$ cat config.mk
export PLATFORM = sky130hd
export DESIGN_NAME = dma_priority_arbiter_flat
export DESIGN_NICKNAME = d
export VERILOG_FILES = /design/src/rtl/dma_priority_arbiter_if.sv /design/src/rtl/dma_priority_arbiter.sv /design/src/flat_wrapper.sv
export SDC_FILE = /design/constraint.sdc
export NUM_CORES = 1
export LEC_CHECK = 0
export ABC_AREA = 1
export CORE_UTILIZATION = 50
export CTS_CLUSTER_SIZE = 24
export DETAILED_ROUTE_END_ITERATION = 16
export PLACE_DENSITY = 0.81
export SYNTH_ARGS = -nofsm -noshare
export SYNTH_HDL_FRONTEND = slang
export SYNTH_SLANG_ARGS = --single-unit
$ cat constraint.sdc
create_clock -name CLK -period 3.01 [get_ports CLK]
set_input_delay 0.602 -clock CLK [delete_from_list [all_inputs] [get_ports CLK]]
set_output_delay 0.602 -clock CLK [all_outputs]
set_load 0.005 [all_outputs]
$ cat src/rtl/dma_priority_arbiter_if.sv
// Request/acknowledge bundle between the DMA channel arbiter (slave) and the command/timing side (master).
// The software-request lines exist only when DMA_SW_REQUEST_EN is defined.
interface dma_priority_arbiter_if #(
    parameter int NCH = 4
);
    localparam int CHW = (NCH > 1) ? $clog2(NCH) : 1;

    logic [NCH-1:0] DREQ;
    logic [NCH-1:0] mask;
    logic           ctrl_disable;
    logic           rotate_en;
    logic           dreq_low;
    logic           dack_high;
    logic           HLDA;
    logic           dack_window;
    logic           service_done;
    logic           EOP_N;

    logic [NCH-1:0] VALID_DREQ;
    logic [NCH-1:0] DACK;
    logic           hrq;
    logic [CHW-1:0] active_ch;
    logic           busy;

`ifdef DMA_SW_REQUEST_EN
    logic [NCH-1:0] sw_req;
    logic [NCH-1:0] sw_req_clr;

    modport master (
        output DREQ, mask, ctrl_disable, rotate_en, dreq_low, dack_high,
               HLDA, dack_window, service_done, EOP_N, sw_req,
        input  VALID_DREQ, DACK, hrq, active_ch, busy, sw_req_clr
    );

    modport slave (
        input  DREQ, mask, ctrl_disable, rotate_en, dreq_low, dack_high,
               HLDA, dack_window, service_done, EOP_N, sw_req,
        output VALID_DREQ, DACK, hrq, active_ch, busy, sw_req_clr
    );
`else
    modport master (
        output DREQ, mask, ctrl_disable, rotate_en, dreq_low, dack_high,
               HLDA, dack_window, service_done, EOP_N,
        input  VALID_DREQ, DACK, hrq, active_ch, busy
    );

    modport slave (
        input  DREQ, mask, ctrl_disable, rotate_en, dreq_low, dack_high,
               HLDA, dack_window, service_done, EOP_N,
        output VALID_DREQ, DACK, hrq, active_ch, busy
    );
`endif
endinterface

$ cat src/rtl/dma_priority_arbiter.sv
// 8237A-style DMA channel priority resolver: syncs DREQ, locks one winner per service, drives HRQ/DACK.
// Optional unmaskable software requests are enabled with the DMA_SW_REQUEST_EN macro.
module dma_priority_arbiter #(
    parameter int NCH         = 4,
    parameter int SYNC_STAGES = 1
) (
    input logic                   CLK,
    input logic                   RESET_N,
    dma_priority_arbiter_if.slave bus
);
    localparam int CHW = (NCH > 1) ? $clog2(NCH) : 1;

    typedef enum logic [4:0] {
        IDLE    = 5'b00001,
        ARB     = 5'b00010,
        HOLD    = 5'b00100,
        SERVE   = 5'b01000,
        RELEASE = 5'b10000
    } state_t;

    state_t         state;
    state_t         stateNext;

    logic [NCH-1:0] reqSync_p0;
    logic [NCH-1:0] reqSync_p1;
    logic [NCH-1:0] reqS;
    logic [NCH-1:0] eligible;
    logic           anyEligible;

    logic [CHW-1:0] prioPtr;
    logic [CHW-1:0] searchBase;
    logic [CHW-1:0] winner;

    logic [NCH-1:0] validDreq;
    logic [CHW-1:0] activeCh;
    logic           busyR;
    logic [NCH-1:0] dackAct;

    // Circular search: first set bit of req at or after base, wrapping past NCH-1.
    function automatic logic [CHW-1:0] pickWinner(input logic [NCH-1:0] req,
                                                  input logic [CHW-1:0] base);
        logic [CHW-1:0] idx;
        logic           found;
        pickWinner = base;
        found      = 1'b0;
        for (int i = 0; i < NCH; i++) begin
            idx = CHW'((int'(base) + i) % NCH);
            if (!found && req[idx]) begin
                pickWinner = idx;
                found      = 1'b1;
            end
        end
    endfunction

    // Stage p0/p1: request synchronisers with polarity normalised to active-high.
    always_ff @(posedge CLK) begin
        if (!RESET_N) begin
            reqSync_p0 <= '0;
            reqSync_p1 <= '0;
        end else begin
            reqSync_p0 <= bus.DREQ ^ {NCH{bus.dreq_low}};
            reqSync_p1 <= reqSync_p0;
        end
    end

    assign reqS = (SYNC_STAGES >= 2) ? reqSync_p1 : reqSync_p0;

`ifdef DMA_SW_REQUEST_EN
    logic swServ;

    // Software requests bypass the mask.
    assign eligible = (reqS | bus.sw_req) & ~(bus.mask & ~bus.sw_req);
`else
    assign eligible = reqS & ~bus.mask;
`endif

    assign anyEligible = (eligible != '0);
    assign searchBase  = bus.rotate_en ? prioPtr : '0;
    assign winner      = pickWinner(eligible, searchBase);

    always_comb begin
        stateNext = state;
        unique case (state)
            IDLE:    if (anyEligible && !bus.ctrl_disable) stateNext = ARB;
            ARB:     stateNext = anyEligible ? HOLD : IDLE;
            HOLD:    if (bus.HLDA) stateNext = SERVE;
            SERVE:   if (bus.service_done || !bus.EOP_N) stateNext = RELEASE;
            RELEASE: stateNext = IDLE;
            default: stateNext = IDLE;
        endcase
    end

    always_ff @(posedge CLK) begin
        if (!RESET_N) begin
            state     <= IDLE;
            validDreq <= '0;
            activeCh  <= '0;
            busyR     <= 1'b0;
            prioPtr   <= '0;
`ifdef DMA_SW_REQUEST_EN
            swServ    <= 1'b0;
`endif
        end else begin
            state <= stateNext;
            if (state == ARB && anyEligible) begin
                validDreq <= NCH'(1) << winner;
                activeCh  <= winner;
                busyR     <= 1'b1;
`ifdef DMA_SW_REQUEST_EN
                swServ    <= bus.sw_req[winner];
`endif
            end else if (state == SERVE && stateNext == RELEASE) begin
                validDreq <= '0;
                busyR     <= 1'b0;
            end
            // Rotating mode makes the just-serviced channel the lowest priority.
            if (state == RELEASE) begin
                prioPtr <= bus.rotate_en ? CHW'((int'(activeCh) + 1) % NCH) : '0;
            end
        end
    end

    assign dackAct = (RESET_N && state == SERVE && bus.HLDA && bus.dack_window) ? validDreq : '0;

    assign bus.DACK       = dackAct ^ {NCH{~bus.dack_high}};
    assign bus.VALID_DREQ = validDreq;
    assign bus.hrq        = (state == HOLD) || (state == SERVE);
    assign bus.active_ch  = activeCh;
    assign bus.busy       = busyR;

`ifdef DMA_SW_REQUEST_EN
    assign bus.sw_req_clr = (state == RELEASE && swServ) ? (NCH'(1) << activeCh) : '0;
`endif

endmodule

$ cat src/flat_wrapper.sv
// flat-port wrapper written by rule: the top's interface ports become plain ports
module dma_priority_arbiter_flat 
#(
    parameter int NCH         = 4,
    parameter int SYNC_STAGES = 1
)
  (CLK, RESET_N, bus_DREQ, bus_mask, bus_ctrl_disable, bus_rotate_en, bus_dreq_low, bus_dack_high, bus_HLDA, bus_dack_window, bus_service_done, bus_EOP_N, bus_VALID_DREQ, bus_DACK, bus_hrq, bus_active_ch, bus_busy);
  dma_priority_arbiter_if #(.NCH(NCH)) bus_i ();
  input logic CLK;
  input logic RESET_N;
  input wire logic [$bits(bus_i.DREQ)-1:0] bus_DREQ;
  input wire logic [$bits(bus_i.mask)-1:0] bus_mask;
  input wire logic [$bits(bus_i.ctrl_disable)-1:0] bus_ctrl_disable;
  input wire logic [$bits(bus_i.rotate_en)-1:0] bus_rotate_en;
  input wire logic [$bits(bus_i.dreq_low)-1:0] bus_dreq_low;
  input wire logic [$bits(bus_i.dack_high)-1:0] bus_dack_high;
  input wire logic [$bits(bus_i.HLDA)-1:0] bus_HLDA;
  input wire logic [$bits(bus_i.dack_window)-1:0] bus_dack_window;
  input wire logic [$bits(bus_i.service_done)-1:0] bus_service_done;
  input wire logic [$bits(bus_i.EOP_N)-1:0] bus_EOP_N;
  output wire logic [$bits(bus_i.VALID_DREQ)-1:0] bus_VALID_DREQ;
  output wire logic [$bits(bus_i.DACK)-1:0] bus_DACK;
  output wire logic [$bits(bus_i.hrq)-1:0] bus_hrq;
  output wire logic [$bits(bus_i.active_ch)-1:0] bus_active_ch;
  output wire logic [$bits(bus_i.busy)-1:0] bus_busy;
  assign bus_i.DREQ = bus_DREQ;
  assign bus_i.mask = bus_mask;
  assign bus_i.ctrl_disable = bus_ctrl_disable;
  assign bus_i.rotate_en = bus_rotate_en;
  assign bus_i.dreq_low = bus_dreq_low;
  assign bus_i.dack_high = bus_dack_high;
  assign bus_i.HLDA = bus_HLDA;
  assign bus_i.dack_window = bus_dack_window;
  assign bus_i.service_done = bus_service_done;
  assign bus_i.EOP_N = bus_EOP_N;
  assign bus_VALID_DREQ = bus_i.VALID_DREQ;
  assign bus_DACK = bus_i.DACK;
  assign bus_hrq = bus_i.hrq;
  assign bus_active_ch = bus_i.active_ch;
  assign bus_busy = bus_i.busy;
  dma_priority_arbiter #(.NCH(NCH), .SYNC_STAGES(SYNC_STAGES)) u_core (.CLK(CLK), .RESET_N(RESET_N), .bus(bus_i));
endmodule
==> flow_summary_export.csv, run 1 <==
group,metric,value,unit
outcome,outcome,"finished clean",
synth,yosysSeqAreaShare,0.314,
synth,synth_area_leader_cell,"dfxtp_1",
power,clkPwrFrac,0.315,
cts,clk_pin_slew,110,ps
route,wl,2730,µm
cts,clock_latency,310,ps
worst_setup_path,cpMaxStageDelayCell,"clkdlybuf4s50_1",
worst_setup_path,timing_worst_setup_path_type,"primary input to output pin",
worst_setup_path,crit_fanout,4,
power,swShare,0.268,
worst_setup_path,crit_arrival,2310,ps
synth,synth_edf_count,0,
floorplanning,ios,30,
finish,area_growth,31.8,%
sta,fmaxAchievable,343,MHz
sta,rsz0062_at_grt,"no",
cts,cts_tree,"done",
route,drt_iter0_markers,36,
floorplanning,die_x,49.9,µm
worst_setup_path,required,2410,ps
worst_setup_path,path_cells,"clkdlybuf4s50_1, clkinv_1, nor3_2, nand2_1, xor2_1, clkdlybuf4s50_1",
worst_hold_path,hold_class,"flop to flop",
worst_setup_path,endpoint_kind,"output pin",
sta,maxSlewViolCount,0,
global_route,grt_max_degree,17,
synth,synth_commonest_cells,"nand2_1 (60), inv_1 (22), dfxtp_1 (18), nor2_1 (18), nand3_1 (13)",
sta,setup_violations,0,
floorplanning,initial_core_util,0.557,
route,routedWlPerCell,11.4,µm
global_route,grt_pass1_vias,1165,
placement,portBuffers,29,
worst_hold_path,min-delay-start,"u_core.bus.busy$_SDFFE_PN0P_",
route,via_per_inst,5.28,
sta,relSlewSlack,0.719,
cts,clkSinkCount,18,
synth,ys_top_cells_by_area,"dfxtp_1 (31%), nand2_1 (20%), inv_1 (7.2%)",
worst_setup_path,cp_common_cell,"clkdlybuf4s50_1",
route,antenna_left,0,
placement,dp.final_hpwl,2150,µm
floorplanning,die_area,2490,µm²
sta,period_share,0.967,
synth,yosysTopAreaCellShare,0.314,
sta,hold_slack,488,ps
cts,cts-htree-levels,1,
power,p_switching,0.000134,W
worst_setup_path,r2r_start,"u_core.state[2]$_SDFF_PN0_",
power,p_int,0.000366,W
sta,fin_tns_setup,0,ps
route,drc,0,
synth,yosys_warnings,0,
route,first_pass_iters,4,
run,drv_cap,0,
sta,min_period,2910,ps
power,p_comb_frac,0.185,
finish,n_fill_cell,177,
global_route,antenna_found_initial,0,
sta,tightest_slew,420,ps
finish,multiInputGateArea,691,µm²
placement,gp_congestion,0.901,
cts,cts_buffer_depth,2,
global_route,grt_usage,0.247,
worst_setup_path,crit_path_max_incr_delay,530,ps
cts,clock-root-buffer,"clkbuf_4",
synth,synth.avg_cell_area,6.35,µm²
power,leakage,0.685,nW
cts,cts_made_buffers,3,
floorplanning,core,2060,µm²
global_route,grt-ovfl-total,0,
floorplanning,rows,16,
synth,synth_cells,181,
finish,layout.nets,232,
route,vias,1267,
sta,fin_skew,7.01,ps
finish,n_antenna_cell,0,
finish,drive_above_1_share,0.122,
floorplanning,chipHeight,49.9,µm
synth,yosysUniqueCellTypes,26,
synth,synth_area,1150,µm²
power,peakVddDrop,0.000253,V
finish,seqCellArea,360,µm²
global_route,grt_pass1_wl,4780,µm
synth,ys_seq_elements,18,
synth,synth_nets,199,
worst_setup_path,critPathLaunchType,"primary input",
power,p_per_area,330,nW/µm²
synth,synthArstFlopShare,0,
synth,yosysMostFrequentCell,"nand2_1",
cts,post_cts_buffers,0,
power,seqPwrFrac,0.500,
power,p_total,0.000500,W
worst_setup_path,crit_start,"RESET_N",
sta,finalHoldViolations,0,
synth,synth_ff_type,"dfxtp_1",
## flip-flops by register name (all words and copies together), names as in the netlist
register	count
u_core.state	5
u_core.bus.VALID_DREQ	4
u_core.reqS	4
u_core.bus.active_ch	2
u_core.prioPtr	2
u_core.bus.busy	1
## metal layers
| layer | wire (µm) | up-vias | share of wire | global-route usage |
|---|---|---|---|---|
| li1 | - | 640 | - | - |
| met1 | 1200 | 587 | 0.44 | 0.299 |
| met2 | 1400 | 35 | 0.51 | 0.453 |
| met3 | 99 | 5 | 0.036 | 0.0278 |
| met4 | 33 | 0 | 0.012 | 0.0714 |
| met5 | 0 | - | 0 | 0 |
## power by group through the flow
stage          Sequential (W)  Clock [W]  Combinational (W)
2_1_floorplan        0.000254          0          0.0000501
3_3_place_gp         0.000255          0          0.0000880
3_5_place_dp         0.000255          0          0.0000914
4_1_cts              0.000249   0.000157          0.0000919
5_1_grt              0.000250   0.000172           0.000103
6_report             0.000250   0.000158          0.0000923
## placed cells by master, fill, tap and decap left out, types with 2 or more instances in the layout
cell             netlist  routed
xor2_1                 4       4
clkdlybuf4s50_1        0      29
xnor2_1                4       4
nor2_2                 3       3
clkbuf_4               0       3
dfxtp_1               18      18
a21oi_2                3       3
a21oi_1                6       6
nand4_1                5       5
nor2_1                18      18
nand3_2                2       2
nand3_1               13      13
nand2_1               60      60
inv_1                 22      22
nand2_2                8       8
a211oi_1               2       2
## kinds of logic after synthesis
kind of cell | share of synthesized area
simple gates | 0.452
compound gates | 0.0839
flops | 0.314
buf+inv | 0.0893
xor+xnor | 0.0610
## through the flow
| step | worst slack, ps | util | cells | instance area [µm²] |
|---|---|---|---|---|
| 2_1_floorplan | 1050 | - | 181 | 1150 |
| 3_3_place_gp | 105 | 0.714 | 236 | 1470 |
| 3_5_place_dp | -21.4 | 0.714 | 236 | 1470 |
| 4_1_cts | 92.4 | 0.734 | 240 | 1510 |
| 5_1_grt | 22.4 | 0.734 | 240 | 1510 |
| 6_report | 98.1 | 0.734 | 240 | 1510 |
## path summary, 6_finish.rpt
kind	cells after the start	slack, ps	to
max	6	100	bus_DACK[3]
min	2	490	u_core.bus.busy$_SDFFE_PN0P_
max reg2reg	9	1160	u_core.bus.VALID_DREQ[1]$_SDFFE_PN0P_
min reg2reg	2	490	u_core.bus.busy$_SDFFE_PN0P_
## cell type report
class,instances,share of cell area
Clock buffer,4,0.0240
Inverter,24,0.0628
Multi-Input combinational cell,137,0.456
Sequential cell,18,0.238
Tap cell,27,0.0223
Timing Repair Buffer,30,0.197
## timing repair
action | in CTS | in global routing
setup endpoints to repair | 1 | 0
gates resized for setup | 1 | 0
hold buffers | 0 | 0
## worst max-delay path: cells and delay by family
kind                   cells  cell delay (ps)
XOR/XNOR                   1              160
AND/OR/NAND/NOR            2              390
buffers and inverters      3             1160
(Power assumes the default switching activity.)
==> run 2: changes to the inputs <==
--- a/config.mk
+++ b/config.mk
@@ -6,10 +6,12 @@
 export NUM_CORES = 1
 export LEC_CHECK = 0
 export ABC_AREA = 1
-export CORE_UTILIZATION = 50
+export CELL_PAD_IN_SITES_DETAIL_PLACEMENT = 0
+export CELL_PAD_IN_SITES_GLOBAL_PLACEMENT = 1
+export CORE_UTILIZATION = 35
 export CTS_CLUSTER_SIZE = 24
 export DETAILED_ROUTE_END_ITERATION = 16
-export PLACE_DENSITY = 0.81
+export PLACE_DENSITY = 0.82
 export SYNTH_ARGS = -nofsm -noshare
 export SYNTH_HDL_FRONTEND = slang
 export SYNTH_SLANG_ARGS = --single-unit
==> flow_summary_export.csv, run 2 (synthesis gave the netlist of run 1 again) <==
group,metric,value,unit
worst_hold_path,hold_class,"flop to flop",
outcome,outcome,"finished clean",
finish,fin_area,1540,µm²
finish,area_growth,33.9,%
cts,clk_pin_slew,100,ps
global_route,antenna_found_initial,0,
sta,tightest_slew,412,ps
floorplanning,ios,30,
finish,n_fill_cell,308,
placement,dp_cells,254,
global_route,grt_max_degree,17,
worst_setup_path,critPathLaunchType,"primary input",
sta,finalHoldViolations,0,
sta,setup_violations,0,
global_route,grt_pass1_vias,1119,
sta,maxSlewViolCount,0,
cts,post_cts_buffers,0,
floorplanning,chipHeight,59.3,µm
power,peakVddDrop,0.000228,V
floorplanning,die_x,59.3,µm
power,p_per_area,318,nW/µm²
worst_setup_path,cpMaxStageDelayCell,"clkdlybuf4s50_1",
worst_setup_path,path_cells,"clkdlybuf4s50_1, clkinv_1, nor3_1, buf_4, nand2_1, xor2_1, clkdlybuf4s50_1",
global_route,grt-ovfl-total,0,
finish,layout.nets,233,
route,antenna_left,0,
global_route,grt_pass1_wl,4600,µm
cts,cts_buffer_depth,2,
cts,ctsResizeCount,0,
cts,cts-htree-levels,1,
finish,drive_above_1_share,0.121,
power,p_total,0.000490,W
worst_setup_path,cp_common_cell,"clkdlybuf4s50_1",
worst_setup_path,crit_fanout,4,
finish,final_common_cell,"nand2_1",
worst_setup_path,critical_path_buf_inv_count,4,
sta,min_period,2840,ps
finish,post-route-util,0.500,
floorplanning,initial_core_util,0.373,
run,drv_cap,0,
global_route,grt_usage,0.170,
cts,clock-root-buffer,"clkbuf_4",
sta,fin_tns_setup,0,ps
floorplanning,die_area,3510,µm²
placement,portBuffers,29,
route,drt_iter0_markers,56,
sta,fmaxAchievable,352,MHz
worst_setup_path,crit_arrival,2240,ps
sta,rsz0062_at_grt,"no",
route,drc,0,
finish,n_antenna_cell,0,
placement,dpl_cell_area,1500,µm²
cts,clkSinkCount,18,
route,first_pass_iters,4,
worst_setup_path,required,2410,ps
finish,largest_register_ffs,5,
floorplanning,core,3080,µm²
route,routedWlPerCell,9.83,µm
sta,relSlewSlack,0.724,
worst_setup_path,crit_path_max_incr_delay,520,ps
sta,fin_skew,4.19,ps
cts,hold_buffers,0,
route,wl,2540,µm
route,vias,1171,
route,via_per_inst,4.54,
placement,dp.final_hpwl,2090,µm
placement,gp_congestion,0.768,
worst_setup_path,path_delay_family,"buffers and inverters",
cts,cts_tree,"done",
finish,final_cell_mix,"nand2_1 (60), clkdlybuf4s50_1 (29), inv_1 (22), nor2_1 (18), dfxtp_1 (18)",
finish,instances_no_fill,258,
power,leakage,0.690,nW
floorplanning,rows,20,
cts,clock_latency,290,ps
cts,cts_made_buffers,3,
sta,period_share,0.945,
worst_setup_path,timing_worst_setup_path_type,"primary input to output pin",
worst_setup_path,endpoint_kind,"output pin",
finish,top_register,"u_core.state",
run 2: cell count changes in the layout (fill, tap and decap cells not counted):
cell / delta
buf_4: +1
nor3_1: +1
nor3_2: -1
run 2: area by class of cell:
cell class / count / area [µm²] / share of cell area
well taps: 44 / 55.1 / 0.0358
multi-input cells: 137 / 686 / 0.446
repair buffers: 31 / 305 / 0.199
clock buffers: 4 / 36.3 / 0.0236
flip-flops and latches: 18 / 360 / 0.234
inverters: 24 / 95.1 / 0.0618
run 2: power breakdown:
group / internal (W) / switching [W]
logic: 0.0000463 / 0.0000455
registers: 0.000246 / 0.00000377
clock network: 0.0000737 / 0.0000748
total: 0.000366 / 0.000124
run 2: stage by stage:
stage / worst slack (ps) / hold WS, ps
6_report: 166 / 477
5_1_grt: 11.1 / 512
4_1_cts: 147 / 484
3_5_place_dp: 150 / 466
3_3_place_gp: 154 / 458
2_1_floorplan: 1050 / 460
run 2: routing by layer:
layer,up-vias,track usage,wire [µm]
met5,-,0,0
met4,0,0.0748,31
met3,4,0.0197,64
met2,17,0.307,1260
met1,511,0.200,1190
li1,639,-,-
run 2: path summary, 6_finish.rpt:
path                                                    from                               endpoint  cells after the start  slack, ps
worst max-delay path                                 RESET_N                            bus_DACK[0]                      7        170
worst min-delay path            u_core.bus.busy$_SDFFE_PN0P_           u_core.bus.busy$_SDFFE_PN0P_                      2        480
worst min register to register  u_core.bus.busy$_SDFFE_PN0P_           u_core.bus.busy$_SDFFE_PN0P_                      2        480
worst max register to register    u_core.state[2]$_SDFF_PN0_  u_core.bus.VALID_DREQ[1]$_SDFFE_PN0P_                      9       1110
run 2: worst reg2reg max path, stage by stage, from the launching register on:
cell,delay [ps]
dfxtp_1,340
nor2_1,190
inv_1,80
nor4_2,210
inv_1,90
nor2_1,340
inv_1,190
nor2_2,210
nand2_1,90
a21oi_2,120
